File: src/rtl/apb_pkg.sv
// Shared types for the APB master: bus address/data widths and the transfer FSM states.
package apb_pkg;

  typedef logic [31:0] addr_t;
  typedef logic [31:0] data_t;

  typedef enum logic [1:0] {
    IDLE   = 2'd0,
    SETUP  = 2'd1,
    ACCESS = 2'd2
  } apb_state_t;

endpackage

File: src/rtl/apb_master_if.sv
// Bundles the command/response handshake and the APB completer bus of the APB master.
// The master modport is the view of the bridge itself; slave is the view of whoever
// issues commands and plays the completer.
interface apb_master_if;
  import apb_pkg::*;

  logic  cmd_valid;
  logic  cmd_ready;
  addr_t cmd_addr;
  logic  cmd_write;
  data_t cmd_wdata;

  logic  rsp_valid;
  logic  rsp_ready;
  data_t rsp_rdata;
  logic  rsp_err;
  logic  rsp_timeout;

  logic  PSEL;
  logic  PENABLE;
  addr_t PADDR;
  logic  PWRITE;
  data_t PWDATA;
  logic  PREADY;
  data_t PRDATA;
  logic  PSLVERR;

  modport master (
    input  cmd_valid, cmd_addr, cmd_write, cmd_wdata, rsp_ready,
    input  PREADY, PRDATA, PSLVERR,
    output cmd_ready, rsp_valid, rsp_rdata, rsp_err, rsp_timeout,
    output PSEL, PENABLE, PADDR, PWRITE, PWDATA
  );

  modport slave (
    output cmd_valid, cmd_addr, cmd_write, cmd_wdata, rsp_ready,
    output PREADY, PRDATA, PSLVERR,
    input  cmd_ready, rsp_valid, rsp_rdata, rsp_err, rsp_timeout,
    input  PSEL, PENABLE, PADDR, PWRITE, PWDATA
  );

endinterface

File: src/rtl/apb_master.sv
// APB master: turns one command at a time into an APB SETUP/ACCESS transfer and returns
// a single response. Every bus and response output comes straight from a register.
// A transfer whose completer never raises PREADY is aborted after TIMEOUT_CYCLES
// ACCESS cycles and reported as an error with rsp_timeout set.
module apb_master
  import apb_pkg::*;
#(
  parameter int unsigned TIMEOUT_CYCLES = 16
) (
  input  logic         PCLK,
  input  logic         PRESETn,
  apb_master_if.master bus
);

  localparam int unsigned CNT_W = $clog2(TIMEOUT_CYCLES + 1);
  localparam logic [CNT_W-1:0] CNT_LIMIT = CNT_W'(TIMEOUT_CYCLES);

  apb_state_t       state_q,      state_d;
  logic             psel_q,       psel_d;
  logic             penable_q,    penable_d;
  addr_t            paddr_q,      paddr_d;
  logic             pwrite_q,     pwrite_d;
  data_t            pwdata_q,     pwdata_d;
  logic             rspValid_q,   rspValid_d;
  data_t            rspRdata_q,   rspRdata_d;
  logic             rspErr_q,     rspErr_d;
  logic             rspTimeout_q, rspTimeout_d;
  logic [CNT_W-1:0] cnt_q,        cnt_d;
  logic [CNT_W-1:0] cntNext;
  logic             cmdReady;

  // A new command is only taken while idle with no response still waiting to be consumed.
  assign cmdReady = (state_q == IDLE) && !rspValid_q;
  assign cntNext  = cnt_q + 1'b1;

  assign bus.cmd_ready   = cmdReady;
  assign bus.rsp_valid   = rspValid_q;
  assign bus.rsp_rdata   = rspRdata_q;
  assign bus.rsp_err     = rspErr_q;
  assign bus.rsp_timeout = rspTimeout_q;
  assign bus.PSEL        = psel_q;
  assign bus.PENABLE     = penable_q;
  assign bus.PADDR       = paddr_q;
  assign bus.PWRITE      = pwrite_q;
  assign bus.PWDATA      = pwdata_q;

  // State and output registers; reset drops any transfer in flight without a response.
  always_ff @(posedge PCLK or negedge PRESETn) begin
    if (!PRESETn) begin
      state_q      <= IDLE;
      psel_q       <= 1'b0;
      penable_q    <= 1'b0;
      paddr_q      <= '0;
      pwrite_q     <= 1'b0;
      pwdata_q     <= '0;
      rspValid_q   <= 1'b0;
      rspRdata_q   <= '0;
      rspErr_q     <= 1'b0;
      rspTimeout_q <= 1'b0;
      cnt_q        <= '0;
    end else begin
      state_q      <= state_d;
      psel_q       <= psel_d;
      penable_q    <= penable_d;
      paddr_q      <= paddr_d;
      pwrite_q     <= pwrite_d;
      pwdata_q     <= pwdata_d;
      rspValid_q   <= rspValid_d;
      rspRdata_q   <= rspRdata_d;
      rspErr_q     <= rspErr_d;
      rspTimeout_q <= rspTimeout_d;
      cnt_q        <= cnt_d;
    end
  end

  // Next-state logic: accept in IDLE, one SETUP cycle, then ACCESS until PREADY or timeout.
  always_comb begin
    state_d      = state_q;
    psel_d       = psel_q;
    penable_d    = penable_q;
    paddr_d      = paddr_q;
    pwrite_d     = pwrite_q;
    pwdata_d     = pwdata_q;
    rspValid_d   = rspValid_q;
    rspRdata_d   = rspRdata_q;
    rspErr_d     = rspErr_q;
    rspTimeout_d = rspTimeout_q;
    cnt_d        = cnt_q;

    if (rspValid_q && bus.rsp_ready) begin
      rspValid_d = 1'b0;
    end

    case (state_q)
      IDLE: begin
        if (bus.cmd_valid && cmdReady) begin
          state_d   = SETUP;
          psel_d    = 1'b1;
          penable_d = 1'b0;
          paddr_d   = bus.cmd_addr;
          pwrite_d  = bus.cmd_write;
          pwdata_d  = bus.cmd_write ? bus.cmd_wdata : '0;
          cnt_d     = '0;
        end
      end
      SETUP: begin
        state_d   = ACCESS;
        penable_d = 1'b1;
      end
      ACCESS: begin
        if (bus.PREADY) begin
          state_d      = IDLE;
          psel_d       = 1'b0;
          penable_d    = 1'b0;
          pwdata_d     = '0;
          rspValid_d   = 1'b1;
          rspRdata_d   = pwrite_q ? '0 : bus.PRDATA;
          rspErr_d     = bus.PSLVERR;
          rspTimeout_d = 1'b0;
        end else begin
          cnt_d = cntNext;
          if (cntNext == CNT_LIMIT) begin
            state_d      = IDLE;
            psel_d       = 1'b0;
            penable_d    = 1'b0;
            pwdata_d     = '0;
            rspValid_d   = 1'b1;
            rspRdata_d   = '0;
            rspErr_d     = 1'b1;
            rspTimeout_d = 1'b1;
          end
        end
      end
      default: begin
        state_d   = IDLE;
        psel_d    = 1'b0;
        penable_d = 1'b0;
      end
    endcase
  end

endmodule

File: src/flat_wrapper.sv
// flat-port wrapper written by rule: the top's interface ports become plain ports
module apb_master_flat import apb_pkg::*;
#(
  parameter int unsigned TIMEOUT_CYCLES = 16
)
  (PCLK, PRESETn, bus_cmd_valid, bus_cmd_addr, bus_cmd_write, bus_cmd_wdata, bus_rsp_ready, bus_PREADY, bus_PRDATA, bus_PSLVERR, bus_cmd_ready, bus_rsp_valid, bus_rsp_rdata, bus_rsp_err, bus_rsp_timeout, bus_PSEL, bus_PENABLE, bus_PADDR, bus_PWRITE, bus_PWDATA);
  apb_master_if bus_i ();
  input  logic PCLK;
  input  logic PRESETn;
  input wire logic [$bits(bus_i.cmd_valid)-1:0] bus_cmd_valid;
  input wire logic [$bits(bus_i.cmd_addr)-1:0] bus_cmd_addr;
  input wire logic [$bits(bus_i.cmd_write)-1:0] bus_cmd_write;
  input wire logic [$bits(bus_i.cmd_wdata)-1:0] bus_cmd_wdata;
  input wire logic [$bits(bus_i.rsp_ready)-1:0] bus_rsp_ready;
  input wire logic [$bits(bus_i.PREADY)-1:0] bus_PREADY;
  input wire logic [$bits(bus_i.PRDATA)-1:0] bus_PRDATA;
  input wire logic [$bits(bus_i.PSLVERR)-1:0] bus_PSLVERR;
  output wire logic [$bits(bus_i.cmd_ready)-1:0] bus_cmd_ready;
  output wire logic [$bits(bus_i.rsp_valid)-1:0] bus_rsp_valid;
  output wire logic [$bits(bus_i.rsp_rdata)-1:0] bus_rsp_rdata;
  output wire logic [$bits(bus_i.rsp_err)-1:0] bus_rsp_err;
  output wire logic [$bits(bus_i.rsp_timeout)-1:0] bus_rsp_timeout;
  output wire logic [$bits(bus_i.PSEL)-1:0] bus_PSEL;
  output wire logic [$bits(bus_i.PENABLE)-1:0] bus_PENABLE;
  output wire logic [$bits(bus_i.PADDR)-1:0] bus_PADDR;
  output wire logic [$bits(bus_i.PWRITE)-1:0] bus_PWRITE;
  output wire logic [$bits(bus_i.PWDATA)-1:0] bus_PWDATA;
  assign bus_i.cmd_valid = bus_cmd_valid;
  assign bus_i.cmd_addr = bus_cmd_addr;
  assign bus_i.cmd_write = bus_cmd_write;
  assign bus_i.cmd_wdata = bus_cmd_wdata;
  assign bus_i.rsp_ready = bus_rsp_ready;
  assign bus_i.PREADY = bus_PREADY;
  assign bus_i.PRDATA = bus_PRDATA;
  assign bus_i.PSLVERR = bus_PSLVERR;
  assign bus_cmd_ready = bus_i.cmd_ready;
  assign bus_rsp_valid = bus_i.rsp_valid;
  assign bus_rsp_rdata = bus_i.rsp_rdata;
  assign bus_rsp_err = bus_i.rsp_err;
  assign bus_rsp_timeout = bus_i.rsp_timeout;
  assign bus_PSEL = bus_i.PSEL;
  assign bus_PENABLE = bus_i.PENABLE;
  assign bus_PADDR = bus_i.PADDR;
  assign bus_PWRITE = bus_i.PWRITE;
  assign bus_PWDATA = bus_i.PWDATA;
  apb_master #(.TIMEOUT_CYCLES(TIMEOUT_CYCLES)) u_core (.PCLK(PCLK), .PRESETn(PRESETn), .bus(bus_i));
endmodule
File: config.mk
export PLATFORM = sky130hd
export DESIGN_NAME = apb_master_flat
export DESIGN_NICKNAME = d
export VERILOG_FILES = /design/src/rtl/apb_pkg.sv /design/src/rtl/apb_master_if.sv /design/src/rtl/apb_master.sv /design/src/flat_wrapper.sv
export SDC_FILE = /design/constraint.sdc
export NUM_CORES = 1
export LEC_CHECK = 0
export ABC_AREA = 1
export ABC_CLOCK_PERIOD_IN_PS = 1800
export BUFFER_PORTS_ARGS = -buffer_cell sky130_fd_sc_hd__buf_4
export CORE_MARGIN = 2
export CORE_UTILIZATION = 48
export CTS_BUF_LIST = sky130_fd_sc_hd__clkbuf_16
export CTS_CLUSTER_DIAMETER = 150
export DETAILED_ROUTE_END_ITERATION = 8
export MAX_ROUTING_LAYER = met4
export PLACE_DENSITY = 0.8
export SYNTH_ARGS = -nofsm -noshare
export SYNTH_HDL_FRONTEND = slang
export SYNTH_SLANG_ARGS = --single-unit
File: constraint.sdc
create_clock -name PCLK -period 1.8 [get_ports PCLK]
set_input_delay 0.09 -clock PCLK [delete_from_list [all_inputs] [get_ports PCLK]]
set_output_delay 0.09 -clock PCLK [all_outputs]
set_load 0.03 [all_outputs]
=== Word-level counts from Yosys, hierarchy flattened ===
Index checks and enable logic that the tools add are counted.

* Memories: 0
* Bits in writable memories: 0
* Memory bits (read-only): 0
* Bits in latches: 0
* Register bits: 109

* Muxes and demuxes: 27
* $mul: 0
* Order comparisons: 0
* Bitwise gates (word level): 1
* Divide/modulo/power cells: 0
* Equal/unequal tests: 6
* Reduce and logical (&&, ||, !) cells: 13
* Add/subtract/negate cells: 1
* Shift operators: 0

{| class="wikitable"
|+ Operators with widths
! kind !! count
|-
| 32-bit two-way mux || 6
|-
| 32-bit case mux with 2 select lines || 1
|-
| 1-bit two-way mux || 11
|-
| 5-bit two-way mux || 2
|-
| 5-bit case mux with 2 select lines || 1
|-
| 3-bit AND reduction || 3
|-
| 2-bit two-way mux || 3
|-
| 1-bit case mux with 3 select lines || 2
|-
| 2-bit case mux with 3 select lines || 1
|-
| 2-bit AND reduction || 3
|-
| 5-bit by 1-bit adder with 5-bit output (second input constant) || 1
|-
| 5-bit == test (second input constant) || 1
|-
| 2-bit != test (second input constant) || 2
|-
| 2-bit nonzero test || 2
|-
| 1-bit logical AND || 3
|-
| 3-bit by 2-bit != test with 1-bit output (second input constant) || 1
|-
| 2-bit by 1-bit == test with 1-bit output (second input constant) || 1
|-
| 2-bit == test (second input constant) || 1
|-
| 2-bit logical NOT || 1
|-
| 1-bit logical NOT || 1
|-
| 1-bit NOT || 1
|}

=== Depth between registers and ports, before layout ===
Gate-level depths: netlist of the first run.

* Depth after elaboration: 5
* Gate-level depth with buffers: 10

=== Worst setup path after synthesis of the first run ===
OpenSTA, ideal clock, no wires.

* Path type: register -> register
* Start: register u_core.state_q[1]
* End: register u_core.pwdata_q[10] (netlist: u_core.bus.PWDATA[10])
* Arrival time: 1.529 ns
* Cell stages (with the launch flop): 8
* Buffers on the path: 1
* Data required time: 1.683 ns
* Clock period less this slack: 1.646 ns
* Setup slack: 0.154 ns
* Cell sequence: dfrtp_1 > nor3_4 > nand2_4 > nand2_4 > nand2_4 > buf_8 > nand2_2 > nand2_1

* Word-level cells in the longest chain between the ends: 5
* Elaborated cells on any way between the ends: 9

{| class="wikitable"
|+ Ends and longest elaborated chain
! what !! RTL line !! text
|-
| start, declared || apb_master.sv:18 || <nowiki>apb_state_t state_q, state_d;</nowiki>
|-
| start signal, assigned || apb_master.sv:62 || <nowiki>state_q <= state_d;</nowiki>
|-
| 2-bit logical NOT || apb_master.sv:33 || <nowiki>assign cmdReady = (state_q == IDLE) && !rspValid_q;</nowiki>
|-
| 1-bit logical AND || apb_master.sv:33 ||
|-
| net bus_cmd_ready || flat_wrapper.sv:18 || <nowiki>output wire logic [$bits(bus_i.cmd_ready)-1:0] bus_cmd_ready;</nowiki>
|-
| 1-bit logical AND || apb_master.sv:96 || <nowiki>if (bus.cmd_valid && cmdReady) begin</nowiki>
|-
| 2-bit != test (no line) || - ||
|-
| 3-bit AND reduction (no line) || - ||
|-
| end signal, assigned || apb_master.sv:67 || <nowiki>pwdata_q <= pwdata_d;</nowiki>
|-
| end, declared || apb_master.sv:23 || <nowiki>data_t pwdata_q, pwdata_d;</nowiki>
|}

The timed path passes the listed nets, and every way through them passes these cells.
A chain may end at the register's enable or synchronous reset.

=== Final worst setup path of the first run ===
* Start: register u_core.cnt_q[1]
* End: register u_core.psel_q (netlist: u_core.bus.PSEL)

* Word-level cells in the longest chain between the ends: 4

{| class="wikitable"
|+ Ends and longest elaborated chain
! what !! RTL line !! text
|-
| start, declared || apb_master.sv:28 || <nowiki>logic [CNT_W-1:0] cnt_q, cnt_d;</nowiki>
|-
| start signal, assigned || apb_master.sv:72 || <nowiki>cnt_q <= cnt_d;</nowiki>
|-
| 5-bit by 1-bit adder with 5-bit output || apb_master.sv:34 || <nowiki>assign cntNext = cnt_q + 1'b1;</nowiki>
|-
| 5-bit == test || apb_master.sv:122 || <nowiki>if (cntNext == CNT_LIMIT) begin</nowiki>
|-
| 3-bit by 2-bit != test with 1-bit output (no line) || - ||
|-
| 3-bit AND reduction (no line) || - ||
|-
| end signal, assigned || apb_master.sv:63 || <nowiki>psel_q <= psel_d;</nowiki>
|-
| end, declared || apb_master.sv:19 || <nowiki>logic psel_q, psel_d;</nowiki>
|}

No other way between the ends.

==> results.sh, run 1 <==
export IMPL_status="finished, final reports clean"
export IMPL_start_util=0.492
export IMPL_core_area_sq_um=9730
export IMPL_yosysSeqAreaShare=0.565
export IMPL_syn2layout_area_growth_pct=51.9
export IMPL_ys_ff_latch=108
export IMPL_hold_depth=3
export IMPL_setup_viol=0
export IMPL_antenna_left=0
export IMPL_rsz0062_at_grt="false"
export IMPL_min_path_type="primary input to flop"
export IMPL_worstPathRequired_ns=2.02
export IMPL_worstMarginPinSlew_ns=0.422
export IMPL_crit_fanout=24
export IMPL_async_flop_share=1.00
export IMPL_antenna_found_initial=0
export IMPL_io_pins=206
export IMPL_whs_ns=0.00319
export IMPL_clkTransAtPathRegs_ns=0.08
export IMPL_grt_pass1_vias=4779
export IMPL_critPathArrivalTime_ns=1.89
export IMPL_grt_pass1_wl_microns=24000
export IMPL_synth_edff_count=0
export IMPL_dieArea_sq_um=10800
export IMPL_syn_area_sq_um=4780
export IMPL_maxCapViolations=0
export IMPL_clock_path_buffers=2
export IMPL_power_leakage_uw=0.00398
export IMPL_row_count=36
export IMPL_irDropWorstVdd_v=0.00114
export IMPL_cts_made_buffers=9
export IMPL_vias=4870
export IMPL_crit_start="u_core.cnt_q[1]"
export IMPL_drive_gt1_frac=0.333
export IMPL_cts_tree="yes"
export IMPL_grt_max_degree=49
export IMPL_viasPerCell=5.19
export IMPL_drt_total_wl_microns=14900
export IMPL_ys_top_cells_by_count="nand2_1, dfrtp_1, nand3_1, nand4_1, nor2_1"
export IMPL_yosysMostFrequentCell="nand2_1"
export IMPL_worstSetupEndpointType="flop"
export IMPL_dp_hpwl_microns=9240
export IMPL_cts_sinks=108
export IMPL_yosys_top_cells_area="dfrtp_1, nand2_1, nand3_1, nand4_1, nor2_1"
export IMPL_die_y_microns=104
export IMPL_synth_top_area_share=0.565
export IMPL_drt_initial_drc_count=359
export IMPL_critPathKind="flop to flop"
export IMPL_maxSlewViolCount=0
export IMPL_synth_largest_area_cell="dfrtp_1"
export IMPL_ff2ff_setup_slack_ns=0.13
export IMPL_clock_latency_ns=0.34
export IMPL_cts_max_level=3
export IMPL_slew_limit_headroom=0.719
export IMPL_min_from="bus_PRDATA[7]"
export IMPL_nets=904
export IMPL_avgSynthCellArea_sq_um=8.57
export IMPL_gp_congestion=0.870
export IMPL_ys_types=26
export IMPL_yosys_warnings=0
export IMPL_place_inst=870
export IMPL_first_pass_iters=6
export IMPL_placement_io_buffers=205
export IMPL_rr_startpoint="u_core.cnt_q[1]"
export IMPL_finalCritPeriodShare=0.929
export IMPL_layout_min_cycle_time_ns=1.67
export IMPL_track_usage=0.282
export IMPL_power_per_cell_area_nw_per_um2=1870
export IMPL_ys_flop_type="dfrtp_1"
export IMPL_start_kind="flop"
export IMPL_cts_root_buf="clkbuf_16"
export IMPL_wl_per_cell_microns=15.9
export IMPL_syn_nets=662
export IMPL_fin_worst_skew_ns=0.0118
export IMPL_drc=0
export IMPL_diodes=0
export IMPL_final_cells=938
export IMPL_netlist_instances=558
export IMPL_r2r_cells=10
export IMPL_grt_overflow=0
export IMPL_fmax_ghz=0.598
export IMPL_finalHoldViolCount=0
export IMPL_die_w_microns=104
layer usage:
layer	track usage	wire length, microns
met2	0.445	7450
met4	0.125	524
met3	0.0548	991
met5	-	0
met1	0.357	5920
flip-flops by register name (all words and copies together) (netlist names):
name,flops
u_core.bus.PADDR,32
u_core.bus.PSEL,1
u_core.bus.PWDATA,32
u_core.bus.PWRITE,1
u_core.bus.rsp_err,1
u_core.bus.rsp_rdata,32
u_core.bus.rsp_timeout,1
u_core.bus.rsp_valid,1
u_core.cnt_q,5
u_core.state_q,2
where the power goes:
group | internal, uW | total (uW) | leakage (uW) | switching [uW]
Clock | 1220 | 2100 | 0.000157 | 882
Sequential | 3520 | 4270 | 0.00139 | 746
Combinational | 2510 | 7210 | 0.00244 | 4710
Total | 7250 | 13600 | 0.00398 | 6330
area by class of cell:
class	count	area, sq um
repair buffers	269	2190
inverters	14	52.6
fillers	670	2460
clock inverters	7	90.1
flip-flops and latches	108	2700
clock buffers	9	225
well taps	133	166
multi-input cells	398	1840
through the flow:
stage / cell area (sq um) / utilization / total power, uW / TNS [ns] / setup WS, ns
floorplan: 4780 / - / 8670 / 0 / 0.154
global placement: 6420 / 0.660 / 11000 / 0 / 0.0884
detailed placement: 6420 / 0.660 / 11200 / -0.0790 / -0.0348
CTS: 7200 / 0.740 / 13400 / 0 / 0.0614
global route: 7270 / 0.747 / 14300 / 0 / 0.0185
finish: 7270 / 0.747 / 13600 / 0 / 0.127
worst max-delay path, stage by stage (launching register included):
cell and delay (ns):
dfrtp_1 0.44, ha_4 0.20, nand3_1 0.07, nand2_1 0.06, nand2_2 0.10, nand3_1 0.13, nand2_4 0.19, buf_12 0.19
nand2_1 0.06, nand2_1 0.06, nand2_1 0.04
worst paths after layout:
path,endpoint
min in group asynchronous,u_core.bus.PWDATA[0]
min reg2reg,u_core.bus.PWDATA[15]
min,u_core.bus.rsp_rdata[7]
max reg2reg,u_core.bus.PSEL
max,u_core.bus.PSEL
max in group asynchronous,u_core.state_q[1]
cells in the final DEF (no fill, tap or decap):
master	netlist	routed
inv_1	9	10
clkbuf_16	0	9
dfrtp_1	108	108
nor2_2	1	1
nand2_4	4	4
o211ai_1	1	1
inv_2	5	5
a22o_1	1	1
nor2_8	1	1
nand2_1	230	230
inv_6	0	1
dlygate4sd3_1	0	45
nand4_1	35	35
nor2_1	32	32
clkinv_2	0	2
o21ai_0	4	4
nor3_4	1	1
nand4_4	1	1
nand2_8	0	1
bufinv_16	0	2
buf_12	0	5
clkinvlp_4	0	1
or2_2	1	1
nand2_2	13	13
nand3_1	68	68
buf_4	10	219
a21oi_1	3	3
ha_4	0	1
what timing repair did:
item,4_1_cts,5_1_grt
endpoints found under the hold margin,71,0
endpoints found under the setup margin,3,33
resized for setup,1,2
pin swaps,0,2
cloned,0,1
hold buffers,45,0
setup buffers,0,6
kinds of logic after synthesis:
logic type      share of synthesized area
flops                               0.565
fa+ha+maj                         0.00262
compound gates                     0.0107
simple gates                        0.364
buf+inv                            0.0581
Power figures use the tool's default switching activity.
==> run 2: changes to the inputs <==
--- a/config.mk
+++ b/config.mk
@@ -15,6 +15,7 @@
 export DETAILED_ROUTE_END_ITERATION = 8
 export MAX_ROUTING_LAYER = met4
 export PLACE_DENSITY = 0.8
+export REMOVE_ABC_BUFFERS = 1
 export SYNTH_ARGS = -nofsm -noshare
 export SYNTH_HDL_FRONTEND = slang
 export SYNTH_SLANG_ARGS = --single-unit
==> constraint.sdc (replaced) <==
create_clock -name PCLK -period 1.8 [get_ports PCLK]
set_input_delay 0.09 -clock PCLK [delete_from_list [all_inputs] [get_ports PCLK]]
set_output_delay 0.09 -clock PCLK [all_outputs]
set_load 0.01 [all_outputs]
==> run 2 against run 1 <==
Against the previous run:
- final cell count down 1.7%
- clock power down 6%
- power down 15%
- critical path depth down 2
- first-iteration DRC count down 16%
- count of clock-buffer cells in the layout unchanged
- sequential cell count unchanged
- core utilization down 1.7 points
- setup slack better by 0.013 ns
- sequential share of layout area up 0.88 points
- critical endpoint is now u_core.bus.PWDATA[17]
- highest routed layer unchanged
==> results.sh, run 2 (synthesis gave the netlist of run 1 again) <==
export IMPL_cts_root_buf="clkbuf_16"
export IMPL_gp_congestion=0.828
export IMPL_antenna_found_initial=0
export IMPL_critPathKind="flop to flop"
export IMPL_cts_max_level=3
export IMPL_die_y_microns=104
export IMPL_antenna_left=0
export IMPL_grt_overflow=0
export IMPL_p_clk_frac=0.171
export IMPL_drt_total_wl_microns=13900
export IMPL_diodes=0
export IMPL_first_pass_iters=4
export IMPL_syn2layout_area_growth_pct=48.4
export IMPL_power_switching_uw=4600
export IMPL_start_kind="flop"
export IMPL_drive_gt1_frac=0.331
export IMPL_wl_per_cell_microns=15.1
export IMPL_start_util=0.492
export IMPL_track_usage=0.268
export IMPL_critPathArrivalTime_ns=1.93
export IMPL_finalWorstSetupSlack_ns=0.140
export IMPL_die_w_microns=104
export IMPL_rr_startpoint="u_core.cnt_q[0]"
export IMPL_place_ws_ns=0.0681
export IMPL_grt_pass1_wl_microns=22800
export IMPL_finalCritPeriodShare=0.922
export IMPL_status="finished, final reports clean"
export IMPL_io_pins=206
export IMPL_crit_start="u_core.cnt_q[0]"
export IMPL_dieArea_sq_um=10800
export IMPL_final_cells=922
export IMPL_setup_viol=0
export IMPL_place_inst=869
export IMPL_post_route_util=0.730
export IMPL_switching_share=0.397
export IMPL_final_cell_mix="nand2_1, buf_4, dfrtp_1"
export IMPL_worstPathRequired_ns=2.07
export IMPL_grt_pass1_vias=4732
export IMPL_setup_tns_ns=0
export IMPL_slew_limit_headroom=0.603
export IMPL_nets=888
export IMPL_power_leakage_uw=0.00390
export IMPL_row_count=36
export IMPL_placement_io_buffers=205
export IMPL_clkTransAtPathRegs_ns=0.07
export IMPL_drt_initial_drc_count=303
export IMPL_viasPerCell=5.15
export IMPL_grt_max_degree=42
export IMPL_p_int_uw=6980
export IMPL_whs_ns=0.00310
export IMPL_final_common_cell="nand2_1"
export IMPL_clock_latency_ns=0.34
export IMPL_min_path_type="primary input to flop"
export IMPL_fmax_ghz=0.603
export IMPL_min_from="bus_PRDATA[2]"
export IMPL_rsz0062_at_grt="false"
export IMPL_cts_tree="yes"
export IMPL_fin_worst_skew_ns=0.00795
export IMPL_dp_hpwl_microns=9080
export IMPL_nFillCells=744
export IMPL_power_per_cell_area_nw_per_um2=1630
export IMPL_irDropWorstVdd_v=0.000884
export IMPL_maxSlewViolCount=0
export IMPL_worstMarginPinSlew_ns=0.594
export IMPL_drc=0
export IMPL_p_seq_frac=0.369
export IMPL_cts_sinks=108
export IMPL_clock_path_buffers=2
export IMPL_worstSetupEndpointType="flop"
export IMPL_combinationalPowerShare=0.460
export IMPL_core_area_sq_um=9730
export IMPL_layout_min_cycle_time_ns=1.66
export IMPL_cts_made_buffers=9
export IMPL_finalHoldViolCount=0
export IMPL_crit_fanout=17
export IMPL_maxCapViolations=0
export IMPL_vias=4752
[run 2: power groups by stage]
stage | Sequential (uW) | Combinational, uW | Clock, uW
floorplan | 4660 | 2010 | 0
global placement | 4230 | 5080 | 0
detailed placement | 4260 | 5240 | 0
CTS | 4250 | 5290 | 2020
global route | 4400 | 5890 | 2110
finish | 4280 | 5330 | 1980
[run 2: through the flow]
| step | area (sq um) | total power [uW] |
|---|---|---|
| 3_5_place_dp | 6420 | 9490 |
| 4_1_cts | 7090 | 11600 |
| 5_1_grt | 7100 | 12400 |
| 2_1_floorplan | 4560 | 6670 |
| 3_3_place_gp | 6420 | 9320 |
| 6_report | 7100 | 11600 |
[run 2: critical path, stage by stage, from the launching register on]
cell	delay, ns
dfrtp_1	0.42
ha_2	0.24
nand4_1	0.13
nand2_2	0.13
nand3_1	0.13
nand2_4	0.14
buf_4	0.23
nand3_1	0.10
nand2_1	0.08
[run 2: timing repair]
item | 4_1_cts | 5_1_grt
setup endpoints to repair | 0 | 32
gates resized for setup | 0 | 2
setup buffers | 0 | 0
endpoints found under the hold margin | 68 | 0
hold buffers | 37 | 0
[run 2: final timing paths]
check                                            to  slack (ns)  depth (start not counted)
max in group asynchronous    u_core.bus.rsp_timeout        0.96                          3
min                         u_core.bus.rsp_rdata[2]       0.003                          3
min reg2reg                   u_core.bus.PWDATA[20]        0.48                          2
max reg2reg                   u_core.bus.PWDATA[17]        0.14                          8
max                           u_core.bus.PWDATA[17]        0.14                          8
min in group asynchronous  u_core.bus.rsp_rdata[10]        0.24                          2
[run 2: routing by layer]
metal / wire length, microns / track usage / vias to the layer above
met3: 1020 / 0.0579 / 32
met4: 291 / 0.0917 / 0
met5: 0 / - / -
met1: 5530 / 0.336 / 2273
met2: 7080 / 0.434 / 204
li1: - / - / 2243
[run 2: cell type report]
type	instances	area [sq um]	area share
sequential	108	2700	0.381
timing repair buffer	254	2060	0.290
multi-input combinational	397	1810	0.256
clock buffer	9	225	0.0317
tap	133	166	0.0234
clock inverter	7	75.1	0.0106
inverter	14	52.6	0.00740
